--- src/rtl/alu_arb_pkg.sv ---
// alu_arb_pkg: shared definitions for the two-requester ALU arbiter.
// Holds the ALU EXE_CMD encodings, NZCV flag bit positions, the
// response-slot state type and a small id-to-one-hot helper.
package alu_arb_pkg;

    localparam int unsigned CMD_W  = 4;
    localparam int unsigned NZCV_W = 4;
    localparam int unsigned NREQ   = 2;

    // ALU command encodings
    localparam logic [CMD_W-1:0] EXE_NOP = 4'b0000;
    localparam logic [CMD_W-1:0] EXE_MOV = 4'b0001;
    localparam logic [CMD_W-1:0] EXE_MVN = 4'b1001;
    localparam logic [CMD_W-1:0] EXE_ADD = 4'b0010;
    localparam logic [CMD_W-1:0] EXE_ADC = 4'b0011;
    localparam logic [CMD_W-1:0] EXE_SUB = 4'b0100;
    localparam logic [CMD_W-1:0] EXE_SBC = 4'b0101;
    localparam logic [CMD_W-1:0] EXE_AND = 4'b0110;
    localparam logic [CMD_W-1:0] EXE_ORR = 4'b0111;
    localparam logic [CMD_W-1:0] EXE_EOR = 4'b1000;

    // NZCV bit positions inside a status nibble
    localparam int unsigned FLAG_N = 3;
    localparam int unsigned FLAG_Z = 2;
    localparam int unsigned FLAG_C = 1;
    localparam int unsigned FLAG_V = 0;

    typedef enum logic {
        SLOT_EMPTY = 1'b0,
        SLOT_FULL  = 1'b1
    } slot_state_e;

    // Requester id to one-hot grant vector
    function automatic logic [NREQ-1:0] id_to_onehot(input logic id);
        return id ? 2'b10 : 2'b01;
    endfunction

endpackage

--- src/rtl/rr_arb2.sv ---
// rr_arb2: combinational two-way round-robin grant with optional lock.
// Ports:
//   valid       - request valid per requester
//   last_id     - requester granted last; the other one wins a tie
//   lock_active - when set, only lock_id may be granted
//   lock_id     - requester holding the lock
//   grant       - one-hot grant (zero when nobody eligible)
//   grant_id    - index of the granted requester (0 when no grant)
module rr_arb2
    import alu_arb_pkg::*;
(
    input  logic [NREQ-1:0] valid,
    input  logic            last_id,
    input  logic            lock_active,
    input  logic            lock_id,
    output logic [NREQ-1:0] grant,
    output logic            grant_id
);

    logic [NREQ-1:0] cand;

    // Mask to the lock holder, then pick the non-last requester on a tie
    always_comb begin
        cand     = valid;
        grant    = '0;
        grant_id = 1'b0;
        if (lock_active) begin
            cand = valid & id_to_onehot(lock_id);
        end
        if (cand == 2'b11) begin
            grant_id = ~last_id;
        end else begin
            grant_id = cand[1];
        end
        if (|cand) begin
            grant = id_to_onehot(grant_id);
        end
    end

endmodule

--- src/rtl/alu_arbiter.sv ---
// alu_arbiter: shares one combinational ALU between two requesters.
// Grants at most one request per cycle in round-robin order, drives the
// ALU operand/command bus from the granted requester, captures the ALU
// result and NZCV into a one-deep response slot and maintains a NZCV
// register per requester whose C bit feeds the ALU carry input.
// Optional feature macro: ALU_ARB_LOCK_EN (grant lock for multi-word chains).
// Ports:
//   clk, rst                       - clock, synchronous active-high reset
//   req_valid/req_ready            - per-requester handshake
//   req_val1/req_val2/req_cmd      - per-requester operands and EXE_CMD
//   req_s                          - update that requester's flags
//   req_lock                       - hold grant (lock build only)
//   alu_value1/2, alu_carryIn,
//   alu_EXE_CMD                    - to the external ALU
//   alu_result, alu_status         - from the external ALU (same cycle)
//   resp_valid/resp_ready, resp_id,
//   resp_result, resp_status       - response slot
//   flags0, flags1                 - per-requester NZCV registers
module alu_arbiter
    import alu_arb_pkg::*;
#(
    parameter int unsigned WIDTH = 32
)
(
    input  logic                       clk,
    input  logic                       rst,
    input  logic [NREQ-1:0]            req_valid,
    output logic [NREQ-1:0]            req_ready,
    input  logic [NREQ-1:0][WIDTH-1:0] req_val1,
    input  logic [NREQ-1:0][WIDTH-1:0] req_val2,
    input  logic [NREQ-1:0][CMD_W-1:0] req_cmd,
    input  logic [NREQ-1:0]            req_s,
    input  logic [NREQ-1:0]            req_lock,
    output logic [WIDTH-1:0]           alu_value1,
    output logic [WIDTH-1:0]           alu_value2,
    output logic                       alu_carryIn,
    output logic [CMD_W-1:0]           alu_EXE_CMD,
    input  logic [WIDTH-1:0]           alu_result,
    input  logic [NZCV_W-1:0]          alu_status,
    output logic                       resp_valid,
    input  logic                       resp_ready,
    output logic                       resp_id,
    output logic [WIDTH-1:0]           resp_result,
    output logic [NZCV_W-1:0]          resp_status,
    output logic [NZCV_W-1:0]          flags0,
    output logic [NZCV_W-1:0]          flags1
);

    slot_state_e                   state_q;
    logic                          resp_id_q;
    logic [WIDTH-1:0]              resp_result_q;
    logic [NZCV_W-1:0]             resp_status_q;
    logic [NREQ-1:0][NZCV_W-1:0]   flags_q;
    logic                          last_q;
    logic                          lock_q;
    logic                          lock_id_q;

    logic [NREQ-1:0]               grant;
    logic                          grant_id;
    logic                          any_grant;
    logic                          slot_free;
    logic                          accept;

    rr_arb2 u_rr_arb2 (
        .valid       (req_valid),
        .last_id     (last_q),
        .lock_active (lock_q),
        .lock_id     (lock_id_q),
        .grant       (grant),
        .grant_id    (grant_id)
    );

    assign any_grant = |grant;
    // Slot can take a new result if empty or being drained this edge
    assign slot_free = (state_q == SLOT_EMPTY) || resp_ready;
    assign req_ready = grant & {NREQ{slot_free}};
    assign accept    = |req_ready;

    // ALU bus: granted requester's operands, zeros / default command when idle
    always_comb begin
        alu_value1  = '0;
        alu_value2  = '0;
        alu_EXE_CMD = EXE_NOP;
        alu_carryIn = 1'b0;
        if (any_grant) begin
            alu_value1  = req_val1[grant_id];
            alu_value2  = req_val2[grant_id];
            alu_EXE_CMD = req_cmd[grant_id];
            alu_carryIn = flags_q[grant_id][FLAG_C];
        end
    end

    // Response slot, round-robin pointer and per-requester flags
    always_ff @(posedge clk) begin
        if (rst) begin
            state_q       <= SLOT_EMPTY;
            resp_id_q     <= 1'b0;
            resp_result_q <= '0;
            resp_status_q <= '0;
            flags_q       <= '0;
            last_q        <= 1'b1;
        end else begin
            if (accept) begin
                state_q       <= SLOT_FULL;
                resp_id_q     <= grant_id;
                resp_result_q <= alu_result;
                resp_status_q <= alu_status;
                last_q        <= grant_id;
                if (req_s[grant_id]) begin
                    flags_q[grant_id] <= alu_status;
                end
            end else if ((state_q == SLOT_FULL) && resp_ready) begin
                state_q <= SLOT_EMPTY;
            end
        end
    end

`ifdef ALU_ARB_LOCK_EN
    // Lock follows the req_lock bit of every accepted request; while held,
    // only the holder can be granted, so only the holder can release it.
    always_ff @(posedge clk) begin
        if (rst) begin
            lock_q    <= 1'b0;
            lock_id_q <= 1'b0;
        end else if (accept) begin
            lock_q    <= req_lock[grant_id];
            lock_id_q <= grant_id;
        end
    end
`else
    logic unused_req_lock;
    assign unused_req_lock = ^req_lock;
    assign lock_q          = 1'b0;
    assign lock_id_q       = 1'b0;
`endif

    assign resp_valid  = (state_q == SLOT_FULL);
    assign resp_id     = resp_id_q;
    assign resp_result = resp_result_q;
    assign resp_status = resp_status_q;
    assign flags0      = flags_q[0];
    assign flags1      = flags_q[1];

endmodule

--- config.mk ---
export PLATFORM = sky130hd
export DESIGN_NAME = alu_arbiter
export DESIGN_NICKNAME = d
export VERILOG_FILES = /design/src/rtl/alu_arb_pkg.sv /design/src/rtl/rr_arb2.sv /design/src/rtl/alu_arbiter.sv
export SDC_FILE = /design/constraint.sdc
export NUM_CORES = 1
export LEC_CHECK = 0
export CORE_AREA = 2 2 115 117
export DETAILED_ROUTE_END_ITERATION = 12
export DIE_AREA = 0 0 117 119
export PLACE_DENSITY = 0.67
export SLEW_MARGIN = 20
export SYNTH_ARGS = -nofsm -noshare
export SYNTH_HDL_FRONTEND = slang
export SYNTH_SLANG_ARGS = --single-unit
export TNS_END_PERCENT = 10
--- constraint.sdc ---
create_clock -name clk -period 2.2 [get_ports clk]
set_input_delay 0.44 -clock clk [delete_from_list [all_inputs] [get_ports clk]]
set_output_delay 0.44 -clock clk [all_outputs]
set_load 0.01 [all_outputs]
# After elaboration in Yosys (flattened, before gate mapping)
# Cells that the tools add are included.
# totals
in_bits	181
register_bits	47
out_inout_bits	117
# classes
eq_ne	1
magnitude_cmp	2
n_mux	22
n_reduce_logical	8
bitwise	3
# ops
cell	n
two-way mux 32 bit	6
two-way mux 4 bit	4
bitwise mux 8 bit	1
two-way mux 2 bit	4
two-way mux 1 bit	6
OR reduction 2 bit	3
demux 4 bit (select 1 bit)	1
bitwise AND 2 bit	1
== test 2 bit, second input constant	1
logical AND 1 bit	2
less-than comparator 1 x 2 -> 1 bit, second input constant	1
inverter 1 bit	2
AND reduction 2 bit	1
nonzero test 2 bit	1
>= comparator 1 bit, second input constant	1
logical OR 1 bit	1

# Depth between registers and ports, before layout
# Gate-level depths: netlist (run 1).
# logic_depth
word_depth	7
ltp_mapped	6

# Cells and area by module
# Synthesis (run 1) repeated with hierarchy kept, for this count alone.
# hier_totals
hier_cells	372
area_unflattened_um2	2967.8
# modules_own_cells
module	cells_each	area_per_inst_um2	n_inst
alu_arbiter	365	2914.0	1
rr_arb2	7	53.8	1

# Worst setup path before layout (run 1)
# No wires, ideal clock.
# synth_path
path_type	input-to-output
startpoint	input req_valid[1]
endpoint	output alu_value2[10]
cell_stages	6
required_time_ns	1.760
arrival_ns	1.192
setup_slack_ns	0.568
path_cell_list	inv_2 > o21a_1 > buf_6 > buf_6 > buf_6 > a22o_1
# synth_between
elab_chain_len	6
elab_cells_between_ends	9
# synth_rtl
element	line	rtl
start, declared	alu_arbiter.sv:27	input logic [NREQ-1:0] req_valid,
== test 2 bit	rr_arb2.sv:30	if (cand == 2'b11) begin
two-way mux 1 bit	rr_arb2.sv:30	
two-way mux 2 bit	alu_arb_pkg.sv:35	return id ? 2'b10 : 2'b01;
two-way mux 2 bit	rr_arb2.sv:35	if (|cand) begin
OR reduction 2 bit	alu_arbiter.sv:73	assign any_grant = |grant;
two-way mux 32 bit (*)	alu_arbiter.sv:85	if (any_grant) begin
end, declared	alu_arbiter.sv:35	output logic [WIDTH-1:0] alu_value2,
# Mark *: on every way between the ends. The rest lies on a longest branch, timed or not. The select of a mux whose other input is x is not followed.

# Worst setup path after layout (run 1)
# layout_path
startpoint	input req_valid[1]
endpoint	output alu_value2[18]
# The elaborated chain is that of the path after synthesis.

==> out/qor.yml, run 1 <==
synthesis:
  yosysTopAreaCellShare_pct: 37.1
  yosys-top-cells-area: "dfxtp_1, a22o_1, a21oi_1"
  syn_inst: 300
  ys_warn_count: 0
  ys_ff_latch: 47
  syn-num-nets: 481
  yosys.area.top_type: "dfxtp_1"
  synth_cell_types: 25
  syn_area_per_cell_um2: 8.45
  seq_area_frac_synth_pct: 37.1
  synth_area_mm2: 0.00254
timing:
  tightestPinTransition_ps: 454
  clock_skew_ps: 6.04
  rsz0062_at_grt: "false"
  drv_slew: 0
  fmax_mhz: 462
  hold_viol_final: 0
  period_minus_slack_ps: 2160
  finalSetupViolations: 0
  relSlewSlack_pct: 69.7
  fin_crit_sh_pct: 98.3
die:
  die_area_mm2: 0.0139
  die_h_um: 119
  initial_utilization_pct: 19.7
  die_x_um: 117
  coreArea_mm2: 0.0129
  io_pins: 298
  row_count: 42
global_route:
  grt_pass1_vias: 3762
  antenna_found_initial: 3
  grt_overflow_total: 0
  grt_pass1_wl_um: 21100
  grt_max_degree: 41
  grt_util_all_layers_pct: 19.9
run_status:
  outcome: "completed"
worst_setup_path:
  crit_required_ps: 1760
  arrival_ps: 1720
  rrSetupSlack_ps: 650
  worstReg2RegStart: "resp_valid$_SDFFE_PP0P_"
  cp-start-kind: "input pin"
  regToRegEndpoint: "flags0[1]$_SDFFE_PP0P_"
  rr_worst_depth: 4
  cp-end-kind: "primary output"
  crit_fanout: 12
  criticalPathCategory: "in -> out"
placement:
  place.gp.congestion: 0.958
  portBuffers: 295
  dp_cells: 752
  hpwl_um: 11700
hold_path:
  min_path_cells: 2
  hp-class: "reg -> reg"
  hold_path_end: "resp_id$_SDFFE_PP0P_"
  worstHoldStart: "resp_id$_SDFFE_PP0P_"
cts:
  hold_buffers: 0
  htree_levels: 2
  cts_root_buffer: "clkbuf_16"
  clk_pin_slew_worst_paths_ps: 60
  cts_tree: "yes"
  clkLatencyLatePin_ps: 290
  cts.sinks: 47
  cts_made_buffers: 5
  clock_path_buffers: 2
routing:
  drt_iter0_drc: 130
  ant_nets: 0
  routed_wl_um: 14800
  wl_per_cell_um: 19.1
  via_per_inst: 4.71
  via_count: 3635
  route.detailed.drc: 0
  dr.pass1.iters: 4
power:
  vdd_drop_max_v: 0.000403
  power_density_mw_per_mm2: 495
  leakage_nw: 2.48
final_layout:
  nNetsFinal: 773
  utilization_pct: 46.1
  syn_to_final_growth_pct: 134
  final_cell_count_no_fill: 772
  drive_gt1_share_pct: 11.8
job:
  cap_viol_max_count: 0
==> state kept, by name (all words and copies together) (netlist names) <==
name / count
resp_id: 1
flags1: 4
resp_result: 32
resp_status: 4
flags0: 4
last_q: 1
resp_valid: 1
==> cell families after synthesis <==
kind of cell | after synthesis | synth area share (%)
muxes | 8 | 3.16
and+or+nand+nor | 57 | 11.8
AOI/OAI and AO/OA | 149 | 40.3
buffers and inverters | 39 | 7.65
DFF | 47 | 37.1
==> area by class of cell <==
class	count	area, um^2
inverter	2	7.51
clock buffer	6	139
sequential	47	942
antenna	3	7.51
timing repair buffer	322	3150
clock inverter	2	35.0
multi-input combinational	214	1430
tap	176	220
fill	1260	6940
==> cells in the final DEF, fill, tap and decap left out <==
cell type        instances
clkdlybuf4s50_1        221
a22o_1                  69
dfxtp_1                 46
a21oi_1                 39
nand3_1                 36
o21ai_0                 36
dlygate4sd2_1           34
buf_2                   24
buf_4                   17
nand2b_1                13
clkdlybuf4s15_1         13
mux2i_1                  8
buf_12                   7
clkbuf_16                5
diode_2                  3
nand2_1                  2
buf_16                   2
clkdlybuf4s15_2          2
a21boi_4                 1
inv_2                    1
o21a_4                   1
nor2b_2                  1
nor2_2                   1
nor3_2                   1
inv_1                    1
or2_2                    1
o2111a_1                 1
nand4_1                  1
o31ai_1                  1
nor2_1                   1
o21bai_1                 1
bufinv_16                1
clkbuf_8                 1
clkinv_2                 1
bufbuf_16                1
dfxtp_2                  1
buf_6                    1
==> where the power goes <==
| part | total [W] | switching, W | internal [W] |
|---|---|---|---|
| combinational | 0.00112 | 0.000437 | 0.000679 |
| clock | 0.000883 | 0.000318 | 0.000565 |
| sequential | 0.000938 | 0.0000306 | 0.000907 |
==> worst max-delay path: stages <==
cell and delay, ps:
clkdlybuf4s15_2 200, a21boi_4 150, buf_4 140, buf_6 130, buf_16 140, a22o_1 230, dlygate4sd2_1 290
==> cells in the mapped netlist <==
master and number:
nor2b_1 1, buf_6 3, o21ai_0 36, o31ai_1 1, inv_2 1, nor2_1 2, buf_4 1, nand2b_1 13
clkbuf_1 14, nor3_1 1, inv_1 1, nand3_1 36, o2111a_1 1, buf_2 17, o21bai_1 1, a22o_1 69
mux2i_1 8, nand4_1 1, o21a_1 1, a21oi_1 39, dfxtp_1 47, nand2_1 2, or2_2 1, a21boi_1 1
buf_1 2
==> metal layers <==
layer | track usage (%) | part of all wire (%) | vias up | wire length (um)
met5 | 0 | 0 | - | 0
met4 | 8.90 | 3.6 | 0 | 530
met3 | 4.43 | 7.8 | 31 | 1150
met2 | 36.3 | 51 | 192 | 7490
met1 | 21.6 | 38 | 1689 | 5580
li1 | - | - | 1723 | -
==> worst max path at each step <==
stage	start	end	slack (ps)	depth (start not counted)
5_1_grt	req_valid[1]	alu_value2[18]	0.9	7
3_3_place_gp	req_valid[0]	alu_value2[7]	-590	5
4_1_cts	last_q$_SDFFE_PP1P_	alu_value2[7]	20	5
3_5_place_dp	req_valid[0]	alu_value2[7]	-580	5
6_report	req_valid[1]	alu_value2[18]	40	7
2_1_floorplan	req_valid[1]	alu_value2[10]	570	6
==> through the flow <==
step	instance area [um^2]	hold slack, ps	total power, W	setup TNS (ps)	setup WS [ps]
after floorplan	2540	493	0.00134	0	568
after global placement	5720	460	0.00209	-34540	-586
after detailed placement	5720	467	0.00211	-34910	-579
after CTS	5910	475	0.00297	0	17.2
after global routing	5930	500	0.00307	0	0.918
final	5930	474	0.00294	0	36.3
==> what timing repair did <==
action,4_1_cts,5_1_grt
pin swaps,1,0
setup buffers,6,0
gates resized for setup,163,7
setup endpoints to repair,71,7
cloned,3,0
No activity file was read; power rests on OpenSTA's default activity.
==> run 2: changes to the inputs <==
--- a/config.mk
+++ b/config.mk
@@ -9,8 +9,9 @@
 export DETAILED_ROUTE_END_ITERATION = 12
 export DIE_AREA = 0 0 117 119
-export PLACE_DENSITY = 0.67
+export PLACE_DENSITY = 0.71
 export SLEW_MARGIN = 20
 export SYNTH_ARGS = -nofsm -noshare
 export SYNTH_HDL_FRONTEND = slang
+export SYNTH_HIERARCHICAL = 1
 export SYNTH_SLANG_ARGS = --single-unit
 export TNS_END_PERCENT = 10
==> constraint.sdc (replaced) <==
create_clock -name clk -period 2.2 [get_ports clk]
set_input_delay 0.22 -clock clk [delete_from_list [all_inputs] [get_ports clk]]
set_output_delay 0.22 -clock clk [all_outputs]
set_load 0.01 [all_outputs]
==> run 2 against run 1 <==
  * The flow now finishes with violations (negative setup slack)
  * Register-to-register slack worse by 290 ps
  * Synthesized cell count rose by 24%
  * Count of clock-buffer cells in the layout decreased by 1
  * Die area unchanged
  * Sequential share of layout area decreased by 1.5 points
  * Combinational power rose by 21%
  * Clock power grew 12%
  * Routed wire length down 3.6%
  * Largest cell class unchanged
==> out/qor.yml, run 2 <==
timing:
  fmax_mhz: 434
  relSlewSlack_pct: 64.0
  finalSetupViolations: 9
  drv_slew: 0
  hold_viol_final: 0
  fin_crit_sh_pct: 105
  tightestPinTransition_ps: 540
  final.setup.tns_ps: -566
  rsz0062_at_grt: "true"
  setup_slack_ps: -106
  holdWs_ps: 420
  period_minus_slack_ps: 2310
  clock_skew_ps: 4.30
power:
  power_density_mw_per_mm2: 505
  vdd_drop_max_v: 0.000410
  leakage_nw: 2.69
  seq_power_share_pct: 28.8
  internal_power_w: 0.00237
  p_sw_share_pct: 28.1
  p_sw_w: 0.000927
  pwr-share-clk_pct: 30.1
  p_comb_share_pct: 41.1
routing:
  via_count: 3909
  route.detailed.drc: 0
  drt_iter0_drc: 166
  dr.pass1.iters: 4
  via_per_inst: 4.61
  routed_wl_um: 14200
  ant_nets: 0
  wl_per_cell_um: 16.8
cts:
  cts.sinks: 47
  cts_made_buffers: 5
  clock_path_buffers: 2
  cts_tree: "yes"
  clk_pin_slew_worst_paths_ps: 70
  clkLatencyLatePin_ps: 280
  hold_buffers: 0
  htree_levels: 2
  cts_root_buffer: "clkbuf_16"
final_layout:
  largest_register_ffs: 32
  nNetsFinal: 851
  syn_to_final_growth_pct: 120
  drive_gt1_share_pct: 8.94
  fin_area_mm2: 0.00653
  final_common_cell: "clkdlybuf4s50_1"
  utilization_pct: 50.7
  layout_common_cells: "clkdlybuf4s50_1, mux2i_1, nor2_1"
run_status:
  violations: "negative setup slack"
  outcome: "finished, violations left"
synthesis:
  synth_area_mm2: 0.00297
  ys_warn_count: 6
  synth_most_common_cell: "mux2i_1"
  yosys-top-cells-area: "dfxtp_1, mux2i_1, nor2_1"
  yosysTopAreaCellShare_pct: 31.7
  syn_area_per_cell_um2: 7.98
  ys_top_cells_by_count: "mux2i_1, nor2_1, dfxtp_1"
  syn_inst: 372
  synth_cell_types: 25
  seq_area_frac_synth_pct: 31.7
  yosys.area.top_type: "dfxtp_1"
  ys_ff_latch: 47
  synth_edf_count: 0
  ys.flop_type: "dfxtp_1"
  synthArstFlopShare_pct: 0
global_route:
  grt_util_all_layers_pct: 18.9
  grt_pass1_vias: 3881
  antenna_found_initial: 1
  grt_max_degree: 40
  grt_pass1_wl_um: 20500
  grt_overflow_total: 0
die:
  coreArea_mm2: 0.0129
  die_x_um: 117
  die_h_um: 119
  initial_utilization_pct: 23.1
  io_pins: 298
  die_area_mm2: 0.0139
  row_count: 42
job:
  cap_viol_max_count: 0
hold_path:
  hp-class: "in -> reg"
placement:
  hpwl_um: 11200
  dp_slack_ps: -347
  place_area_mm2: 0.00622
  portBuffers: 295
  place.gp.congestion: 0.902
worst_setup_path:
  cp-start-kind: "input pin"
  crit_required_ps: 1980
  criticalPathCategory: "in -> out"
  arrival_ps: 2090
  crit_fanout: 12
  cp-end-kind: "primary output"
-- run 2: changes by cell type in the layout (fill, tap and decap cells not counted), sizes merged, moves of 2 or more --
| cell | delta |
|---|---|
| clkdlybuf4s50 | +11 |
| o21ai | +2 |
| nor2 | +68 |
| a311oi | +2 |
| buf | -24 |
| conb | +6 |
| dlymetal6s2s | +3 |
| a22o | -69 |
| mux2i | +69 |
| clkdlybuf4s15 | -3 |
| diode | -2 |
| dlygate4sd2 | +5 |
| clkbuf | +8 |
| and2 | +2 |
-- run 2: layer usage --
| metal | share of wire, % | vias up | wire length [um] | track usage, % |
|---|---|---|---|---|
| met1 | 38 | 1827 | 5460 | 21.1 |
| met4 | 2.3 | 0 | 320 | 5.07 |
| met5 | 0 | - | 0 | 0 |
| li1 | - | 1882 | - | - |
| met3 | 8.7 | 22 | 1230 | 5.55 |
| met2 | 51 | 178 | 7210 | 34.2 |
-- run 2: repair_timing --
item,CTS,global route
pin swaps,1,1
gates resized for setup,70,35
buffers inserted,3,2
cloned,2,1
endpoints found under the setup margin,69,53
-- run 2: worst paths after layout --
path	startpoint	to	slack [ps]	cells after the start
max	req_valid[1]	alu_value2[25]	-110	8
min	rst	resp_result[2]$_SDFFE_PP0P_	420	2
max reg2reg	last_q$_SDFFE_PP1P_	flags0[2]$_SDFFE_PP0P_	360	7
min reg2reg	resp_result[7]$_SDFFE_PP0P_	resp_result[7]$_SDFFE_PP0P_	470	2
-- run 2: logic make-up (layout without fill, tap and decap cells) --
group           Yosys count  in the layout  share of synthesized area [%]
simple gates            129            129                           21.2
compound gates           79             79                           13.8
flops                    47             47                           31.7
buf+inv                  39            333                           7.17
other cells               1              7                          0.126
mux                      77             77                           26.0
-- run 2: power by group through the flow --
stage / Sequential [W] / Clock [W] / Combinational, W
CTS: 0.000948 / 0.00102 / 0.00134
detailed placement: 0.000967 / 0 / 0.00136
global placement: 0.000962 / 0 / 0.00135
floorplan: 0.000990 / 0 / 0.000496
global route: 0.000955 / 0.00105 / 0.00145
finish: 0.000948 / 0.000991 / 0.00135
-- run 2: final cells by class --
cell class                      count  area, um^2
Fill cell                        1244        6350
Multi-Input combinational cell    291        1900
Inverter                            2        7.51
Clock inverter                      3        71.3
Sequential cell                    47         941
Antenna cell                        1        2.50
Tap cell                          176         220
Timing Repair Buffer              323        3250
Clock buffer                        5         125
-- run 2: stage by stage --
step           cells  power (W)
2_1_floorplan    377    0.00149
3_3_place_gp     831    0.00231
3_5_place_dp     831    0.00233
4_1_cts          844    0.00331
5_1_grt          847    0.00346
6_report         848    0.00329
-- run 2: critical path, stage by stage --
cell	delay (ps)
clkdlybuf4s50_1	470
inv_2	60
a311oi_4	240
buf_6	160
buf_12	140
mux2i_1	230
nor2_1	70
clkdlybuf4s50_1	480
